--- src/rtl/wave_key_ctrl.sv ---
// wave_key_ctrl
// Turns debounced key events into waveform-generator settings for the HDMI
// wave display. UP (key0) and DOWN (key1) adjust the field picked by MODE
// (key2). UP/DOWN give one step on press, another after a long hold, then
// auto-repeat. HOLD (key3) toggles display freeze.
//
// Ports:
//   clk         system clock
//   reset       synchronous, active-high
//   key_flag    one-cycle event pulse per key (bit i = key i)
//   key_state   debounced level per key, 0 = pressed, 1 = released
//   wave_sel    0 sine, 1 square, 2 triangle, 3 sawtooth
//   amp_idx     amplitude index, 0..7
//   freq_idx    frequency index, 0..FREQ_MAX
//   field_sel   field adjusted by UP/DOWN: 0 wave, 1 amp, 2 freq
//   hold        display freeze
//   cfg_update  one-cycle pulse in the first cycle a changed value is visible
//
// UP/DOWN key FSM:
//   state   | meaning
//   IDLE    | key released, no timing in progress
//   PRESSED | first step given, counting toward the long-press step
//   REPEAT  | long-press step given, counting toward the next repeat step

module wave_key_ctrl #(
    parameter int LONG_CYC   = 25_000_000,
    parameter int REPEAT_CYC = 5_000_000,
    parameter int CNT_W      = 25,
    parameter int AMP_RST    = 4,
    parameter int FREQ_MAX   = 9
) (
    input  logic       clk,
    input  logic       reset,
    input  logic [3:0] key_flag,
    input  logic [3:0] key_state,
    output logic [1:0] wave_sel,
    output logic [2:0] amp_idx,
    output logic [3:0] freq_idx,
    output logic [1:0] field_sel,
    output logic       hold,
    output logic       cfg_update
);

    typedef enum logic [1:0] {
        IDLE    = 2'd0,
        PRESSED = 2'd1,
        REPEAT  = 2'd2
    } key_st_t;

    localparam logic [CNT_W-1:0] LONG_LAST   = CNT_W'(LONG_CYC - 1);
    localparam logic [CNT_W-1:0] REPEAT_LAST = CNT_W'(REPEAT_CYC - 1);
    localparam logic [2:0]       AMP_RST_V   = 3'(AMP_RST);
    localparam logic [3:0]       FREQ_MAX_V  = 4'(FREQ_MAX);

    logic [3:0]       press;
    logic [1:0]       rel;
    logic [1:0]       step;
    key_st_t          key_st  [2];
    logic [CNT_W-1:0] key_cnt [2];

    logic             up;
    logic             dn;
    logic [1:0]       wave_nxt;
    logic [2:0]       amp_nxt;
    logic [3:0]       freq_nxt;
    logic [1:0]       field_nxt;
    logic             hold_nxt;

    assign press = key_flag & ~key_state;
    assign rel   = key_flag[1:0] & key_state[1:0];

    // Step is combinational so a press in cycle N is visible in cycle N+1.
    // A release suppresses a terminal-count step in the same cycle.
    always_comb begin
        step = 2'b00;
        for (int i = 0; i < 2; i++) begin
            if (press[i]) begin
                step[i] = 1'b1;
            end else if (!rel[i]) begin
                case (key_st[i])
                    PRESSED: step[i] = (key_cnt[i] == LONG_LAST);
                    REPEAT:  step[i] = (key_cnt[i] == REPEAT_LAST);
                    default: step[i] = 1'b0;
                endcase
            end
        end
    end

    always_ff @(posedge clk) begin
        if (reset) begin
            for (int i = 0; i < 2; i++) begin
                key_st[i]  <= IDLE;
                key_cnt[i] <= '0;
            end
        end else begin
            for (int i = 0; i < 2; i++) begin
                if (press[i]) begin
                    // also covers a press with a lost release: restart timing
                    key_st[i]  <= PRESSED;
                    key_cnt[i] <= '0;
                end else if (rel[i]) begin
                    key_st[i]  <= IDLE;
                    key_cnt[i] <= '0;
                end else begin
                    case (key_st[i])
                        PRESSED: begin
                            if (key_cnt[i] == LONG_LAST) begin
                                key_st[i]  <= REPEAT;
                                key_cnt[i] <= '0;
                            end else begin
                                key_cnt[i] <= key_cnt[i] + 1'b1;
                            end
                        end
                        REPEAT: begin
                            if (key_cnt[i] == REPEAT_LAST) begin
                                key_cnt[i] <= '0;
                            end else begin
                                key_cnt[i] <= key_cnt[i] + 1'b1;
                            end
                        end
                        default: begin
                            key_st[i]  <= IDLE;
                            key_cnt[i] <= '0;
                        end
                    endcase
                end
            end
        end
    end

    // Simultaneous UP and DOWN steps cancel.
    assign up = step[0] & ~step[1];
    assign dn = step[1] & ~step[0];

    always_comb begin
        wave_nxt  = wave_sel;
        amp_nxt   = amp_idx;
        freq_nxt  = freq_idx;
        field_nxt = (field_sel == 2'd3) ? 2'd0 : field_sel;
        hold_nxt  = hold;
        if (press[3]) begin
            hold_nxt = ~hold;
        end else if (!hold) begin
            if (press[2]) begin
                field_nxt = (field_sel >= 2'd2) ? 2'd0 : field_sel + 2'd1;
            end else if (up || dn) begin
                case (field_sel)
                    2'd0: wave_nxt = up ? wave_sel + 2'd1 : wave_sel - 2'd1;
                    2'd1: begin
                        if (up && amp_idx != 3'd7) begin
                            amp_nxt = amp_idx + 3'd1;
                        end else if (dn && amp_idx != 3'd0) begin
                            amp_nxt = amp_idx - 3'd1;
                        end
                    end
                    2'd2: begin
                        if (up && freq_idx < FREQ_MAX_V) begin
                            freq_nxt = freq_idx + 4'd1;
                        end else if (dn && freq_idx != 4'd0) begin
                            freq_nxt = freq_idx - 4'd1;
                        end
                    end
                    default: ;
                endcase
            end
        end
    end

    always_ff @(posedge clk) begin
        if (reset) begin
            wave_sel   <= 2'd0;
            amp_idx    <= AMP_RST_V;
            freq_idx   <= 4'd0;
            field_sel  <= 2'd0;
            hold       <= 1'b0;
            cfg_update <= 1'b0;
        end else begin
            wave_sel   <= wave_nxt;
            amp_idx    <= amp_nxt;
            freq_idx   <= freq_nxt;
            field_sel  <= field_nxt;
            hold       <= hold_nxt;
            cfg_update <= {wave_nxt, amp_nxt, freq_nxt, field_nxt, hold_nxt}
                       != {wave_sel, amp_idx, freq_idx, field_sel, hold};
        end
    end

endmodule

--- config.mk ---
export PLATFORM = sky130hd
export DESIGN_NAME = wave_key_ctrl
export DESIGN_NICKNAME = d
export VERILOG_FILES = /design/src/rtl/wave_key_ctrl.sv
export SDC_FILE = /design/constraint.sdc
export NUM_CORES = 1
export LEC_CHECK = 0
export BUFFER_PORTS_ARGS = -buffer_cell sky130_fd_sc_hd__buf_2
export CORE_ASPECT_RATIO = 0.75
export CORE_MARGIN = 2
export CORE_UTILIZATION = 54
export CTS_CLUSTER_DIAMETER = 60
export DETAILED_ROUTE_END_ITERATION = 10
export PLACE_DENSITY_LB_ADDON = 0.08
export SYNTH_ARGS = -nofsm -noshare
export SYNTH_HDL_FRONTEND = slang
export SYNTH_SLANG_ARGS = --single-unit
--- constraint.sdc ---
create_clock -name clk -period 3.46 [get_ports clk]
set_input_delay 0 -clock clk [delete_from_list [all_inputs] [get_ports clk]]
set_output_delay 0 -clock clk [all_outputs]
set_load 0.03 [all_outputs]
==> results of run 1 <==
==> sequential cells by signal (all words and copies together), names as in the netlist <==
name / count
amp_idx: 3
cfg_update: 1
field_sel: 2
freq_idx: 4
hold: 1
key_cnt: 50
key_st: 4
wave_sel: 2
==> final timing paths <==
kind | slack (ns) | end
worst max-delay path | 0.07 | wave_sel[1]$_SDFF_PP0_
worst min-delay path | 0.05 | hold$_SDFF_PP0_
worst max register to register | 0.07 | wave_sel[1]$_SDFF_PP0_
worst min register to register | 0.53 | wave_sel[0]$_SDFF_PP0_
==> routing by layer <==
layer	track usage, %	wire, um	up-vias
li1	-	-	1821
met1	35.6	5250	1792
met2	34.6	4450	92
met3	4.47	420	9
met4	5.64	87	0
met5	0	0	-
==> metrics by stage <==
| stage | power (mW) | setup slack, ns |
|---|---|---|
| after floorplan | 1.02 | 0.00913 |
| after CTS | 1.67 | 0.00328 |
| final | 1.66 | 0.0657 |
| after global routing | 1.72 | -0.0478 |
| after detailed placement | 1.07 | -0.0904 |
| after global placement | 1.07 | -0.0115 |
==> cell usage in the layout (no fill, tap or decap), drive strengths merged, types with 8 or more instances in the layout <==
| cell type | Yosys | layout |
|---|---|---|
| a211oi | 16 | 16 |
| a21oi | 21 | 21 |
| a22oi | 9 | 9 |
| buf | 6 | 60 |
| clkbuf | 17 | 13 |
| dfxtp | 14 | 14 |
| edfxtp | 53 | 53 |
| ha | 14 | 14 |
| inv | 18 | 18 |
| nand2 | 20 | 20 |
| nand3 | 19 | 19 |
| nand4 | 19 | 19 |
| nor2 | 16 | 16 |
| nor2b | 9 | 9 |
| nor3 | 26 | 26 |
| nor4 | 10 | 10 |
| o21ai | 18 | 18 |
| o31ai | 9 | 9 |
| or3 | 18 | 18 |
| or4 | 18 | 18 |
| xnor2 | 20 | 20 |
| xor2 | 8 | 8 |
==> cell type report <==
type	count	area, um2	area share (%)
Multi-Input combinational cell	331	2460	48.1
Sequential cell	67	1870	36.6
Timing Repair Buffer	61	407	7.96
Clock buffer	13	159	3.11
Clock inverter	3	15.0	0.294
Tap cell	105	131	2.57
Inverter	18	67.6	1.32
==> worst max-delay path, stage by stage, from the launching register on <==
cell	delay [ns]
edfxtp_1	0.38
or4_1	0.53
or4_4	0.55
nor4_4	0.24
a211o_1	0.17
ha_4	0.21
or4_4	0.42
buf_6	0.16
nor4_2	0.26
mux2_2	0.37
==> cell families after synthesis <==
kind of cell / after synthesis
muxes: 4
buffers and inverters: 41
xor gates and xnor gates: 28
adders and majority gates: 15
AOI/OAI and AO/OA: 96
and+or+nand+nor: 188
DFF: 67
==> repair_timing <==
| action | 4_1_cts | 5_1_grt |
|---|---|---|
| gates resized for setup | 1 | 9 |
| pin swaps | 2 | 10 |
| setup endpoints to repair | 3 | 2 |
| hold endpoints to repair | 1 | 0 |
| hold buffers | 1 | 0 |
| gates cloned | 0 | 1 |
==> power by group through the flow <==
stage,clock [mW],combinational [mW],sequential (mW)
floorplan,0,0.0802,0.943
global route,0.638,0.161,0.924
finish,0.593,0.149,0.920
global placement,0,0.134,0.935
detailed placement,0,0.138,0.936
CTS,0.606,0.141,0.918
==> metrics, run 1 <==
status=complete, no violations; Arr. time, crit path=3.63 ns; synth top area cells=edfxtp_1, dfxtp_1, ha_1; largest net degree at the start of global routing=26; WL per Instance=17.1 um; crit path from=key_cnt[1][24]$_SDFFCE_PP0P_; routed via count=3714; Synth Area in Simple Gates=25.8%; layout net count=512; Int Pwr=1.25 mW; CTS buffer count=9; fin area=0.00511 mm2; CTS Buffer Depth=2; count leader, synth=edfxtp_1; GRT Total Usage=23.5%; startpoint types=flop; multiplexer area fraction after synthesis=1.02%; antenna violations before repair=0; Synth Warn #=0; Area after DPL=0.00486 mm2; Worst R2R Path Depth=9; drt via density=6.21; Critical Path End Type=flop; post-CTS setup buffers=0; crit path kind=reg -> reg; Seq/Total Area, Yosys=42.4%; HP Class=in -> reg; Fmax=0.295 GHz; power share of the combinational group=8.9%; Post-synth top cells=edfxtp_1, nor3_1, nand2_1, xnor2_1; Fillers=658; async set or reset register ratio after synthesis=0%; leakage power=1.66 nW; Synth Area in Adders=4.19%; CP max FO=7; Buffers on Ports=22; area delta synth->final=15.7%; Worst Skew=0.00810 ns; Yosys top cell by area=edfxtp_1; final non-filler cell total=598; Synth Flop Type=edfxtp_1; synthesized area=0.00442 mm2; RSZ-0062 raised after global routing=yes; final core area utilization=64.5%; first-pass GRT wire length=16400 um; Fin Hold WS=0.0478 ns; syn nets=463; largest family of logic cells by synthesized area=simple AND/OR/NAND/NOR gates; Cells after Synth=439; power per cell area=325 mW/mm2; Post-synth EDFFs=53; DRT iter0 DRCs=208; Hold Path Stages=2; Post-Place Cells=580; Vert. Die Dim=82.3 um; setup violators final=0; TritonRoute pass-1 iters=5; htree depth=3; RD Place Congestion=0.807; post-layout min period=3.39 ns; Die Footprint=0.00893 mm2; vias in the first global route=3304; distinct cell type count after synthesis=57; Clock Power Share=35.7%; Final Hold Vio Count=0; final wirelength=10200 um; Max Cap Violations=0; fin. max-slew vios=0; CTS root buf=clkbuf_8; DIE WIDTH=108 um; Net Switching=0.413 mW; grt total ovfl=0; average cell area after synthesis=10.1 um2; r2r startpoint=key_cnt[1][24]$_SDFFCE_PP0P_; VDD IR max=318 uV; n_diodes=0; ratio of cells with drive above 1 in the final layout=24.3%; xor-xnor portion of the synthesized cell area=5.55%; Cell Rows=28; Fin Setup TNS=0 ns; Ports=23; worst-margin pin slew=1.12 ns; Clock transition at path regs=0.07 ns; dpl hpwl=7060 um; Slew headroom=25.7%; Final Cycle Share=98.1%; Hold Startpoint=reset; CTS Sinks=67; area of the core=0.00792 mm2; antenna viol nets, final=0; worst skew pair latency=0.34 ns; FF+latch count, synth=67; drt drc=0; Synth Area in Compound Gates=16.9%; Initial Util=55.8%; CP required=3.70 ns; CTS tree=done; Net Sw Frac=24.9%; sequential share of power=55.3%; share of the synthesized area in the top cell type=36.0%
(Power assumes the default switching activity.)
==> run 2: changes to the inputs <==
BUFFER_PORTS_ARGS = -buffer_cell sky130_fd_sc_hd__clkbuf_2   (was -buffer_cell sky130_fd_sc_hd__buf_2)
==> metrics, run 2 (synthesis gave the netlist of run 1 again) <==
Biggest register=key_cnt; Cell Rows=28 (unchanged); antenna viol nets, final=0 (unchanged); power share of the combinational group=9.0% (about the same); GRT Total Usage=24.3% (+0.74 points); DIE WIDTH=108 um (unchanged); drt via density=6.18 (-0.42%); final wirelength=10200 um (+0.15%); routed via count=3723 (+0.24%); first-pass GRT wire length=16800 um (+2.1%); worst skew pair latency=0.35 ns (about the same); worst-margin pin slew=1.16 ns (+0.0428 ns); htree depth=3 (unchanged); Fin Hold WS=0.0638 ns (+0.0161 ns); crit path kind=reg -> reg; area delta synth->final=15.4%; top cell family by delay on the critical path=simple AND/OR/NAND/NOR gates; Max Cap Violations=0 (unchanged); Buffers on Ports=22 (unchanged); Crit-path slowest cell=or4_1; CP max FO=9 (+2); Net Sw Frac=25.7% (+0.85 points); CTS buffer count=9 (unchanged); Final Cycle Share=96.1% (-2.0 points); CTS Buffer Depth=2 (unchanged); Worst Skew=0.00628 ns (-0.00182 ns); WL per Instance=17.0 um (-0.52%); CTS Sinks=67 (unchanged); power per cell area=324 mW/mm2 (-0.38%); Slew headroom=22.8% (-2.9 points); Net Switching=0.425 mW (+2.8%); area of the core=0.00792 mm2 (unchanged); Clock Power Share=35.4% (-0.3 points); Largest regs=key_cnt x50, freq_idx x4, key_st x4; final core area utilization=64.4% (-0.16 points); WP depth=9 (unchanged); Fmax=0.301 GHz (+2.1%); RD Place Congestion=0.812 (+0.58%); largest net degree at the start of global routing=26 (unchanged); Die Footprint=0.00893 mm2 (unchanged); Ports=23 (unchanged); commonest non-fill, non-tap cell in the layout=edfxtp_1; worst-path cell chain=or4_1 > or4_4 > nor4_4 > a211o_1 > ha_1 > or4_4 > buf_4 > or4_1 > a21oi_1; max incr delay on CP=0.54 ns (about the same); setup violators final=0 (unchanged); Initial Util=55.8% (unchanged); Reg-to-Reg End=amp_idx[0]$_SDFF_PP0_; antenna violations before repair=0 (unchanged); HP Class=in -> reg; post-layout min period=3.33 ns (-0.0686 ns); VDD IR max=256 uV (-19%); r2r setup slk=0.13 ns (+0.07 ns); leakage power=1.66 nW (-0.14%); Final Hold Vio Count=0 (unchanged); Arr. time, crit path=3.60 ns (-0.03 ns); Critical Path End Type=flop; Vert. Die Dim=82.3 um (unchanged); n_diodes=0 (unchanged); Worst R2R Path Depth=9 (unchanged); crit path from=key_cnt[1][12]$_SDFFCE_PP0P_; startpoint types=flop; TritonRoute pass-1 iters=4 (-1); fin. max-slew vios=0 (unchanged); grt total ovfl=0 (unchanged); drt drc=0 (unchanged); sequential share of power=55.6% (+0.3 points); dpl hpwl=7260 um (+2.8%); Clock transition at path regs=0.07 ns (about the same); status=complete, no violations; commonest cells after routing, fill and taps aside=edfxtp_1, buf_4, nor3_1; ratio of cells with drive above 1 in the final layout=23.5% (-0.80 points); Worst setup endpoint=amp_idx[0]$_SDFF_PP0_; RSZ-0062 raised after global routing=no; Buf/Inv on CP=1 (unchanged); max reg flops=50 (unchanged); CP required=3.74 ns (+0.04 ns); r2r startpoint=key_cnt[1][12]$_SDFFCE_PP0P_; CTS tree=done; DRT iter0 DRCs=202 (-2.9%); Int Pwr=1.23 mW (-1.8%); vias in the first global route=3389 (+2.6%); CTS root buf=clkbuf_8; layout net count=516 (+0.78%)
[run 2: cell types whose count changed in the layout (fill, tap and decap cells not counted), moves of 2 or more]
| cell | before | now |
|---|---|---|
| clkinvlp_4 | 0 | 2 |
| a21oi_1 | 4 | 6 |
| a21oi_2 | 17 | 15 |
| buf_4 | 36 | 41 |
| clkbuf_2 | 0 | 22 |
| buf_2 | 23 | 0 |
[run 2: worst min-delay path by stage]
stage | cells after the start | end | slack, ns | start
2_1_floorplan | 3 | key_st[1][0]$_SDFFE_PP0P_ | 0.19 | key_state[1]
3_3_place_gp | 4 | key_st[1][0]$_SDFFE_PP0P_ | 0.31 | key_state[1]
3_5_place_dp | 4 | key_st[1][0]$_SDFFE_PP0P_ | 0.33 | key_state[1]
4_1_cts | 4 | key_st[1][0]$_SDFFE_PP0P_ | 0.03 | key_flag[1]
5_1_grt | 4 | key_st[1][0]$_SDFFE_PP0P_ | 0.07 | key_flag[1]
6_report | 4 | key_st[1][0]$_SDFFE_PP0P_ | 0.06 | key_flag[1]
[run 2: worst reg2reg max path, cell delays in order, from the launching register on]
cell,delay [ns]
edfxtp_1,0.39
or4_1,0.54
or4_4,0.46
nor4_4,0.17
a211o_1,0.14
ha_1,0.23
or4_4,0.47
buf_4,0.19
or4_1,0.51
a21oi_1,0.15
[run 2: area by class of cell]
class | instances | area, um2
multi-input combinational | 331 | 2420
sequential | 67 | 1870
clock inverter | 5 | 28.8
inverter | 18 | 67.6
fill | 683 | 2820
clock buffer | 11 | 141
timing repair buffer | 65 | 438
tap | 105 | 131
[run 2: metrics by stage]
| step | setup WS, ns | TNS (ns) | power [mW] | instance area (um2) | instances |
|---|---|---|---|---|---|
| after floorplan | 0.00913 | 0 | 1.02 | 4440 | 439 |
| after detailed placement | -0.124 | -0.415 | 1.08 | 4880 | 583 |
| after CTS | 0.0345 | 0 | 1.66 | 5080 | 602 |
| final | 0.134 | 0 | 1.65 | 5100 | 602 |
| after global placement | -0.0286 | -0.0433 | 1.07 | 4880 | 583 |
| after global routing | 0.0298 | 0 | 1.71 | 5100 | 602 |
[run 2: what timing repair did]
| item | 4_1_cts | 5_1_grt |
|---|---|---|
| gates resized for setup | 2 | 1 |
| buffers inserted | 1 | 0 |
| pin swaps | 1 | 1 |
| gates cloned | 0 | 0 |
| hold buffers | 2 | 0 |
| hold endpoints to repair | 2 | 0 |
| endpoints found under the setup margin | 6 | 6 |
[run 2: routing by layer]
metal / wire length (um) / GRT usage (%) / vias up
met1: 5220 / 36.6 / 1791
met3: 509 / 5.26 / 9
li1: - / - / 1824
met2: 4400 / 34.8 / 99
met4: 91 / 6.92 / 0
met5: 0 / 0 / -
[run 2: power groups by stage]
stage               sequential [mW]  clock (mW)  combinational, mW
global route                  0.922       0.623              0.162
detailed placement            0.935           0              0.142
floorplan                     0.943           0             0.0802
CTS                           0.918       0.598              0.146
global placement              0.934           0              0.139
finish                        0.918       0.585              0.148
